**config.mk**
```make
export PLATFORM = sky130hd
export DESIGN_NAME = toy_loop_datapath
export DESIGN_NICKNAME = d
export VERILOG_FILES = /design/src/rtl/toy_loop_datapath.sv
export SDC_FILE = /design/constraint.sdc
export NUM_CORES = 1
export LEC_CHECK = 0
export CAP_MARGIN = 5
export CORE_MARGIN = 1
export CORE_UTILIZATION = 30
export CTS_BUF_LIST = sky130_fd_sc_hd__clkbuf_8
export DETAILED_ROUTE_END_ITERATION = 6
export SETUP_SLACK_MARGIN = 0.2
export SYNTH_ARGS = -nofsm -noshare
export SYNTH_HDL_FRONTEND = slang
export SYNTH_SLANG_ARGS = --single-unit
```
**constraint.sdc**
```tcl
create_clock -name clk -period 2.7 [get_ports clk]
set_input_delay 0.27 -clock clk [delete_from_list [all_inputs] [get_ports clk]]
set_output_delay 0.27 -clock clk [all_outputs]
set_load 0.02 [all_outputs]
```
**src/rtl/toy_loop_datapath.sv**
```systemverilog
// rtl/toy_loop_datapath.sv - loop-body datapath: indexed RAM walk, accumulate, publish sum
// Optional TOY_ACC_SATURATE_EN: accumulator saturates instead of wrapping.
module toy_loop_datapath #(
  parameter int ADDR_W = 8,
  parameter int DATA_W = 16,
  parameter int ACC_W  = 32
) (
  input  logic              clk,
  input  logic              reset,
  input  logic              start,
  input  logic              fsm_stall,
  input  logic [ADDR_W:0]   loop_bound,
  input  logic              is_STATE_0,
  input  logic              is_STATE_1,
  input  logic              is_STATE_2,
  input  logic              is_STATE_3,
  input  logic              is_STATE_4,
  output logic [ADDR_W-1:0] mem_address_a,
  output logic              mem_enable_a,
  input  logic [DATA_W-1:0] mem_readdata_a,
  output logic              BB_1_EXIT,
  output logic [ACC_W-1:0]  return_val
);

  localparam int IW = ADDR_W + 1;

  logic [IW-1:0]     idx;
  logic [IW-1:0]     bound_q;
  logic [ACC_W-1:0]  acc;
  logic [DATA_W-1:0] mem_q;
  logic [ACC_W-1:0]  acc_sum;
  logic              idx_last;

`ifdef TOY_ACC_SATURATE_EN
  logic [ACC_W:0] sum_wide;
  always_comb begin
    sum_wide = {1'b0, acc} + (ACC_W+1)'(mem_q);
    acc_sum  = sum_wide[ACC_W] ? {ACC_W{1'b1}} : sum_wide[ACC_W-1:0];
  end
`else
  always_comb begin
    acc_sum = acc + ACC_W'(mem_q);
  end
`endif

  // One extra bit keeps idx+1 from wrapping before the compare.
  assign idx_last      = ({1'b0, idx} + 1'b1) >= {1'b0, bound_q};
  assign mem_address_a = idx[ADDR_W-1:0];
  assign mem_enable_a  = is_STATE_1 & ~fsm_stall & ~reset;
  assign BB_1_EXIT     = is_STATE_3 & idx_last & ~reset;

  always_ff @(posedge clk) begin
    if (reset) begin
      idx        <= '0;
      acc        <= '0;
      mem_q      <= '0;
      bound_q    <= IW'(1);
      return_val <= '0;
    end else if (!fsm_stall) begin
      if (is_STATE_0) begin
        if (start) begin
          idx     <= '0;
          acc     <= '0;
          bound_q <= (loop_bound == '0) ? IW'(1) : loop_bound;
        end
      end else if (is_STATE_1) begin
        // Read issued combinationally; nothing to register yet.
      end else if (is_STATE_2) begin
        mem_q <= mem_readdata_a;
      end else if (is_STATE_3) begin
        acc <= acc_sum;
        idx <= idx + 1'b1;
      end else if (is_STATE_4) begin
        return_val <= acc;
      end
    end
  end

endmodule

```
==> flow_summary_export.csv, run 1 <==
group,metric,value,unit
floorplan,std_cell_rows,46,
global_route,grt-ovfl-total,0,
detailed_routing,wirelength,12400,um
timing,setup_slack,-0.171,ns
cells_and_area,area.growth.synth_to_final,28.3,%
timing,clock-skew-final,0.0128,ns
critical_path,data_arrival_critical_path,2.60,ns
flow_run,cap_violations,0,
logic_synthesis,synth_compound_area_share,20.4,%
critical_path,crit-reg2reg-capture,"acc[12]$_SDFFE_PP0P_",
logic_synthesis,synth_adder_area_share,7.10,%
critical_path,r2r_setup_slack,0.35,ns
logic_synthesis,synth_top_family_by_area,"simple AND/OR/NAND/NOR gates",
place,placement.io_buffers,75,
logic_synthesis,netlist_area,0.00486,sq mm
timing,post-route-min-period,2.87,ns
timing,max_slew.worst_pin.slew,0.644,ns
floorplan,die_x,129,um
global_route,maximum_number_of_pins_on_one_net_before_global_route_repair,36,
detailed_routing,avgViaCountPerCell,4.86,
critical_path,worstPathCellList,"ha_4 -> and3_4 -> and3_4 -> nand3_4 -> xnor2_2 -> ha_1 -> a21oi_2 -> o21ai_2 -> a311oi_2 -> nor4b_4 -> buf_4",
detailed_routing,post_drt_wl_per_cell,13.7,um
detailed_routing,drt.antenna.violating_nets,0,
timing,hold-worst-slack,0.284,ns
detailed_routing,route.vias.total,4400,
timing,max_freq,348,MHz
logic_synthesis,syn_inst,604,
critical_path,reg2reg_depth,8,
timing,final_min_period_over_clock_period,106,%
critical_path,timing.critical_path.fanout_max,2,
detailed_routing,dr.first_iter.drc_count,230,
timing,final_max_slew_viol_count,0,
logic_synthesis,yosysUniqueCellTypes,50,
cts,cts_max_path_buffers,2,
critical_path,timing.rr.start,"acc[0]$_SDFFE_PP0P_",
floorplan,coreArea,0.0158,sq mm
global_route,initial_antenna_violation_count,0,
logic_synthesis,syn_area_per_cell,8.05,sq um
logic_synthesis,register_area_share_after_synthesis,40.3,%
worst_hold_path,hold_class,"primary input to flop",
floorplan,design.die.area,0.0167,sq mm
cells_and_area,post_route_cells_drive_above_1_share,9.86,%
cts,clock_latency,0.38,ns
logic_synthesis,synthXorXnorAreaFrac,6.12,%
logic_synthesis,yosys.area_share.simple,21.3,%
place,gpl.final_weighted_congestion,0.861,
pwr,total_leakage_power,0.00227,uW
cells_and_area,n_fill_cell,1599,
critical_path,setup.worst_path.end_class,"primary output",
global_route,grt_first_pass_wirelength,20300,um
cells_and_area,multi_input_area,0.00277,sq mm
logic_synthesis,synthArstFlopShare,0,%
cts,clock-root-buffer,"clkbuf_8",
cts,cts_tree,"done",
timing,final_setup_vio_count,1,
global_route,globalRouteTotalUtil,15.7,%
logic_synthesis,fraction_of_synthesized_area_in_multiplexers,0.206,%
timing,report.final.hold_viol_count,0,
critical_path,timing.critical_path.max_delay_family,"simple AND/OR/NAND/NOR gates",
timing,slew_headroom,56.9,%
floorplan,floorplan.initialDensity,30.7,%
detailed_routing,dr.pass1.iters,6,
status,violated_checks,"DRC, setup timing",
worst_hold_path,holdCritStartpoint,"reset",
critical_path,timing.critical_path.slowest_cell_delay,0.37,ns
detailed_routing,drt_drc_violations_left,1,
critical_path,critPathBufInv,1,
cts,numCtsBuffers,9,
cts,h_tree_level_count,3,
pwr,power_density,417,mW/mm^2
status,outcome,"finished, violations left",
critical_path,criticalPathCategory,"flop to primary output",
cells_and_area,antenna_cells,0,
logic_synthesis,ys_ff_latch,98,
cts,cts_sinks,98,
timing,final.setup.tns,-0.171,ns
cells_and_area,storage_cell_area,0.00196,sq mm
worst_hold_path,hold_depth,2,
floorplan,pin_count,76,
cts,clk_pin_slew_worst_paths,0.09,ns
critical_path,kind_of_start_point_of_the_critical_path,"flop",
floorplan,die_y,129,um
logic_synthesis,synth-main-ff-cell,"dfxtp_1",
place,dpl.hpwl,9460,um
worst_hold_path,worst_case_hold_path_end_point,"bound_q[1]$_SDFFE_PP0P_",
cells_and_area,final_net_count,747,
logic_synthesis,number_of_enable_type_register_cells_in_the_synthesized_netlist,0,
timing,rsz0062_at_grt,"yes",
logic_synthesis,mappedNetlistNets,665,
critical_path,crit_required,2.43,ns
global_route,grt_pass1_vias,4278,
critical_path,critical_path_most_common_cell,"and3_4",
logic_synthesis,yosys_warning_total,0,
critical_path,critical_path.slowest_cell,"dfxtp_2",
pwr,vdd_drop_max,0.000240,V
[per-stage QoR]
stage | area, sq um | util [%] | std cells | total power (uW) | setup WS [ns]
2_1_floorplan | 4880 | - | 604 | 1600 | 0.215
6_report | 6240 | 39.4 | 906 | 2600 | -0.171
3_5_place_dp | 5980 | 37.8 | 890 | 1700 | -0.350
4_1_cts | 6220 | 39.3 | 906 | 2630 | -0.190
3_3_place_gp | 5980 | 37.8 | 890 | 1690 | -0.214
5_1_grt | 6240 | 39.4 | 906 | 2720 | -0.282
[layout by cell type (no fill, tap or decap), types with 3 or more instances in the layout]
master	instances
a21o_1	11
nand2b_1	4
ha_1	25
nand4_1	4
xnor2_1	23
nand3_1	15
nor2_1	33
clkdlybuf4s50_1	73
clkbuf_8	10
buf_4	33
nand2_1	142
a22oi_1	4
and3_1	5
dfxtp_1	96
a211oi_1	12
a21oi_1	90
nor3_1	4
or3_1	3
nor4_1	3
inv_1	16
o21ai_0	10
a22o_1	8
xor2_1	10
[synthesized netlist by cell type (2+ instances only)]
cell type,number,share of area [%]
a22o_1,8,1.4
xnor2_1,24,4.3
o21ai_0,11,1.1
a211oi_1,12,1.9
nor2_1,34,2.6
or3_1,3,0.39
a31oi_1,3,0.39
nand4b_1,2,0.36
nor3b_1,2,0.31
nand3b_1,2,0.31
a21o_1,11,1.7
o221ai_1,2,0.36
nand2_1,142,11
nand2b_1,4,0.51
a21oi_1,91,9.4
clkbuf_1,28,2.2
and3b_1,2,0.36
xor2_1,10,1.8
o31ai_1,2,0.31
a211o_1,2,0.36
nand4_1,4,0.51
nor3_1,4,0.41
and2_1,2,0.26
inv_1,13,1.0
or4_1,2,0.31
o21bai_1,2,0.31
dfxtp_1,98,40
o211ai_1,2,0.31
ha_1,26,6.7
nor4_1,3,0.39
and3_1,7,0.90
a22oi_1,4,0.62
buf_4,8,1.2
o21ba_2,2,0.41
nand3_1,17,1.7
[where the power goes]
group | switching, uW | internal [uW]
logic | 103 | 94.7
registers | 7.95 | 1460
clock network | 500 | 439
total | 611 | 1990
[timing repair]
| action | CTS | global route |
|---|---|---|
| pin swaps | 3 | 0 |
| hold buffers | 0 | 0 |
| resized for setup | 16 | 4 |
| setup buffers | 1 | 0 |
| setup endpoints to repair | 1 | 2 |
[registers in the layout, summed over array words and instances (netlist names)]
name / count
idx: 9
mem_q: 16
acc: 32
return_val: 32
bound_q: 9
[logic make-up (layout without fill, tap and decap cells)]
family | Yosys count | in the layout
xor gates and xnor gates | 34 | 34
DFF | 98 | 98
muxes | 1 | 1
buffers and inverters | 50 | 136
AOI/OAI and AO/OA | 159 | 159
and+or+nand+nor | 235 | 235
adders and majority gates | 27 | 27
[worst max path at each step]
stage | startpoint | end | slack (ns) | cells after the start
global route | idx[0]$_SDFFE_PP0P_ | BB_1_EXIT | -0.28 | 11
finish | idx[0]$_SDFFE_PP0P_ | BB_1_EXIT | -0.17 | 11
global placement | idx[0]$_SDFFE_PP0P_ | BB_1_EXIT | -0.21 | 11
floorplan | idx[0]$_SDFFE_PP0P_ | BB_1_EXIT | 0.21 | 10
detailed placement | idx[0]$_SDFFE_PP0P_ | BB_1_EXIT | -0.35 | 11
CTS | idx[0]$_SDFFE_PP0P_ | BB_1_EXIT | -0.19 | 11
[area by class of cell]
class | count | share of cell area [%]
repair buffers | 108 | 16.1
inverters | 13 | 0.782
multi-input cells | 456 | 44.3
clock buffers | 10 | 2.21
clock inverters | 5 | 0.782
flip-flops and latches | 98 | 31.5
well taps | 216 | 4.33
[layer usage]
metal,global-route usage [%],vias up,share of wire [%]
li1,-,2248,-
met1,19.2,2051,46
met2,26.4,81,48
met3,3.01,20,3.9
met4,7.47,0,2.4
met5,0,-,0
No activity file was read; power rests on OpenSTA's default activity.
==> run 2, diff against run 1 <==
==> constraint.sdc (replaced) <==
create_clock -name clk -period 2.4 [get_ports clk]
set_input_delay 0.24 -clock clk [delete_from_list [all_inputs] [get_ports clk]]
set_output_delay 0.24 -clock clk [all_outputs]
set_load 0.02 [all_outputs]
==> run 2 against run 1 <==
Net effect:
- the run ends with setup timing left
- sequential power rose by 13%
- worst hold slack gained 0.070 ns
- combinational power is 20% higher
- global-route usage increased by 1.3 points
- wire length increased by 8.8%
==> flow_summary_export.csv, run 2 (synthesis results as in run 1) <==
group,metric,value,unit
place,placement.io_buffers,75,
cts,numCtsBuffers,9,
place,dpl.hpwl,9760,um
timing,max_slew.worst_pin.slew,0.734,ns
floorplan,die_y,129,um
critical_path,critical_path.startpoint,"idx[1]$_SDFFE_PP0P_",
detailed_routing,dr.first_iter.drc_count,216,
global_route,globalRouteTotalUtil,17.0,%
cts,h_tree_level_count,3,
timing,report.final.hold_viol_count,0,
floorplan,coreArea,0.0158,sq mm
detailed_routing,wirelength,13500,um
timing,setup_slack,-0.430,ns
cells_and_area,area.growth.synth_to_final,36.5,%
timing,clock-skew-final,0.0156,ns
detailed_routing,route.vias.total,4500,
cts,cts_hold_repair.buffers,0,
floorplan,pin_count,76,
critical_path,setup.worst_path.end,"BB_1_EXIT",
detailed_routing,dr.pass1.iters,4,
cells_and_area,antenna_cells,0,
cts,cts_tree,"done",
critical_path,reg2reg_depth,8,
cells_and_area,multi_input_area,0.00293,sq mm
global_route,maximum_number_of_pins_on_one_net_before_global_route_repair,46,
critical_path,crit_required,2.16,ns
critical_path,setup.worst_path.end_class,"primary output",
cts,clock_latency,0.39,ns
cells_and_area,top_flop_regs,"acc: 32 flops, return_val: 32 flops, mem_q: 16 flops",
critical_path,timing.rr.start,"mem_q[9]$_SDFFE_PP0P_",
cts,clk_pin_slew_worst_paths,0.09,ns
global_route,initial_antenna_violation_count,0,
timing,rsz0062_at_grt,"yes",
critical_path,data_arrival_critical_path,2.59,ns
place,gpl.final_weighted_congestion,0.885,
place,post_dp_cell_area,0.00613,sq mm
detailed_routing,post_drt_wl_per_cell,14.5,um
global_route,grt_pass1_vias,4466,
detailed_routing,drt_drc_violations_left,0,
timing,hold-worst-slack,0.354,ns
detailed_routing,avgViaCountPerCell,4.84,
timing,final_setup_vio_count,1,
critical_path,crit-reg2reg-capture,"acc[20]$_SDFFE_PP0P_",
status,outcome,"finished, violations left",
floorplan,std_cell_rows,46,
floorplan,floorplan.initialDensity,30.7,%
timing,post-route-min-period,2.83,ns
flow_run,cap_violations,0,
pwr,vdd_drop_max,0.000215,V
floorplan,die_x,129,um
critical_path,r2r_setup_slack,0.28,ns
timing,max_freq,353,MHz
critical_path,kind_of_start_point_of_the_critical_path,"flop",
cells_and_area,most-common-layout-cells,"nand2_1, dfxtp_1, a21oi_1, clkdlybuf4s50_1, buf_4",
cells_and_area,final_net_count,770,
cells_and_area,storage_cell_area,0.00197,sq mm
cells_and_area,post_route_cells_drive_above_1_share,16.8,%
pwr,power_density,484,mW/mm^2
timing,final_max_slew_viol_count,0,
floorplan,design.die.area,0.0167,sq mm
cts,cts_max_path_buffers,2,
timing,final_min_period_over_clock_period,118,%
global_route,grt-ovfl-total,0,
worst_hold_path,hold_class,"primary input to flop",
cells_and_area,mostFrequentLayoutCell,"nand2_1",
global_route,grt_first_pass_wirelength,22000,um
cells_and_area,n_fill_cell,1584,
critical_path,criticalPathCategory,"flop to primary output",
cts,cts_sinks,98,
critical_path,timing.critical_path.fanout_max,2,
status,violated_checks,"setup timing",
timing,slew_headroom,50.9,%
detailed_routing,drt.antenna.violating_nets,0,
cells_and_area,post-route-cell-area,0.00664,sq mm
cts,clock-root-buffer,"clkbuf_8",
pwr,total_leakage_power,0.00240,uW
run 2: worst min-delay path by stage:
stage | start | to | slack (ns) | depth (start not counted)
after floorplan | loop_bound[1] | bound_q[1]$_SDFFE_PP0P_ | 0.38 | 2
final | reset | return_val[21]$_SDFFE_PP0P_ | 0.35 | 2
after global placement | return_val[8]$_SDFFE_PP0P_ | return_val[8]$_SDFFE_PP0P_ | 0.45 | 2
after global routing | reset | return_val[21]$_SDFFE_PP0P_ | 0.35 | 2
after detailed placement | return_val[6]$_SDFFE_PP0P_ | return_val[6]$_SDFFE_PP0P_ | 0.45 | 2
after CTS | reset | return_val[21]$_SDFFE_PP0P_ | 0.34 | 2
run 2: what timing repair did:
item | in CTS | in global routing
setup endpoints to repair | 13 | 22
hold endpoints to repair | 0 | 0
gates resized for setup | 16 | 28
cloned | 0 | 0
buffers inserted | 4 | 4
pin swaps | 11 | 9
run 2: metrics by stage:
stage / setup TNS (ns) / setup WS, ns / util (%) / instances / power [uW]
floorplan: 0 / 0.112 / - / 604 / 1800
global placement: -1.16 / -0.385 / 38.7 / 906 / 1910
detailed placement: -1.55 / -0.437 / 38.7 / 906 / 1920
CTS: -0.468 / -0.468 / 40.9 / 926 / 3240
global route: -0.549 / -0.549 / 41.9 / 930 / 3350
finish: -0.430 / -0.430 / 41.9 / 930 / 3210
run 2: cell type report:
type                            instances  area share, %
Multi-Input combinational cell        456           44.1
Sequential cell                        98           29.7
Timing Repair Buffer                  131           17.5
Tap cell                              216           4.07
Clock buffer                           11           2.28
Clock inverter                          5           1.55
Inverter                               13          0.735
run 2: critical path: stages (launching register included):
cell and delay [ns]:
dfxtp_4 0.37, ha_4 0.13, and3_4 0.18, and3_4 0.21
nand3_4 0.08, xnor2_2 0.15, ha_1 0.32, a21oi_2 0.15
o21ai_2 0.08, a311oi_2 0.27, nor4b_4 0.08, buf_4 0.18
run 2: routing by layer:
layer	share of wire, %	GRT usage (%)	routed length, um
met5	0	0	0
met4	1.8	6.85	249
met3	4.7	3.14	636
met2	46	27.5	6220
met1	47	22.3	6390
run 2: power breakdown:
part,switching [uW],internal (uW),leakage (uW)
clock network,583,748,0.000131
logic,126,112,0.00147
registers,10.1,1640,0.000793
total,719,2500,0.00240
==> run 3, diff against run 2 <==
--- a/config.mk
+++ b/config.mk
@@ -9,6 +9,7 @@
 export CORE_MARGIN = 1
 export CORE_UTILIZATION = 30
 export CTS_BUF_LIST = sky130_fd_sc_hd__clkbuf_8
+export CTS_CLUSTER_SIZE = 40
 export DETAILED_ROUTE_END_ITERATION = 6
 export SETUP_SLACK_MARGIN = 0.2
 export SYNTH_ARGS = -nofsm -noshare
==> results of run 3 <==
Final layout, timing and power as in run 2 (identical DEF).
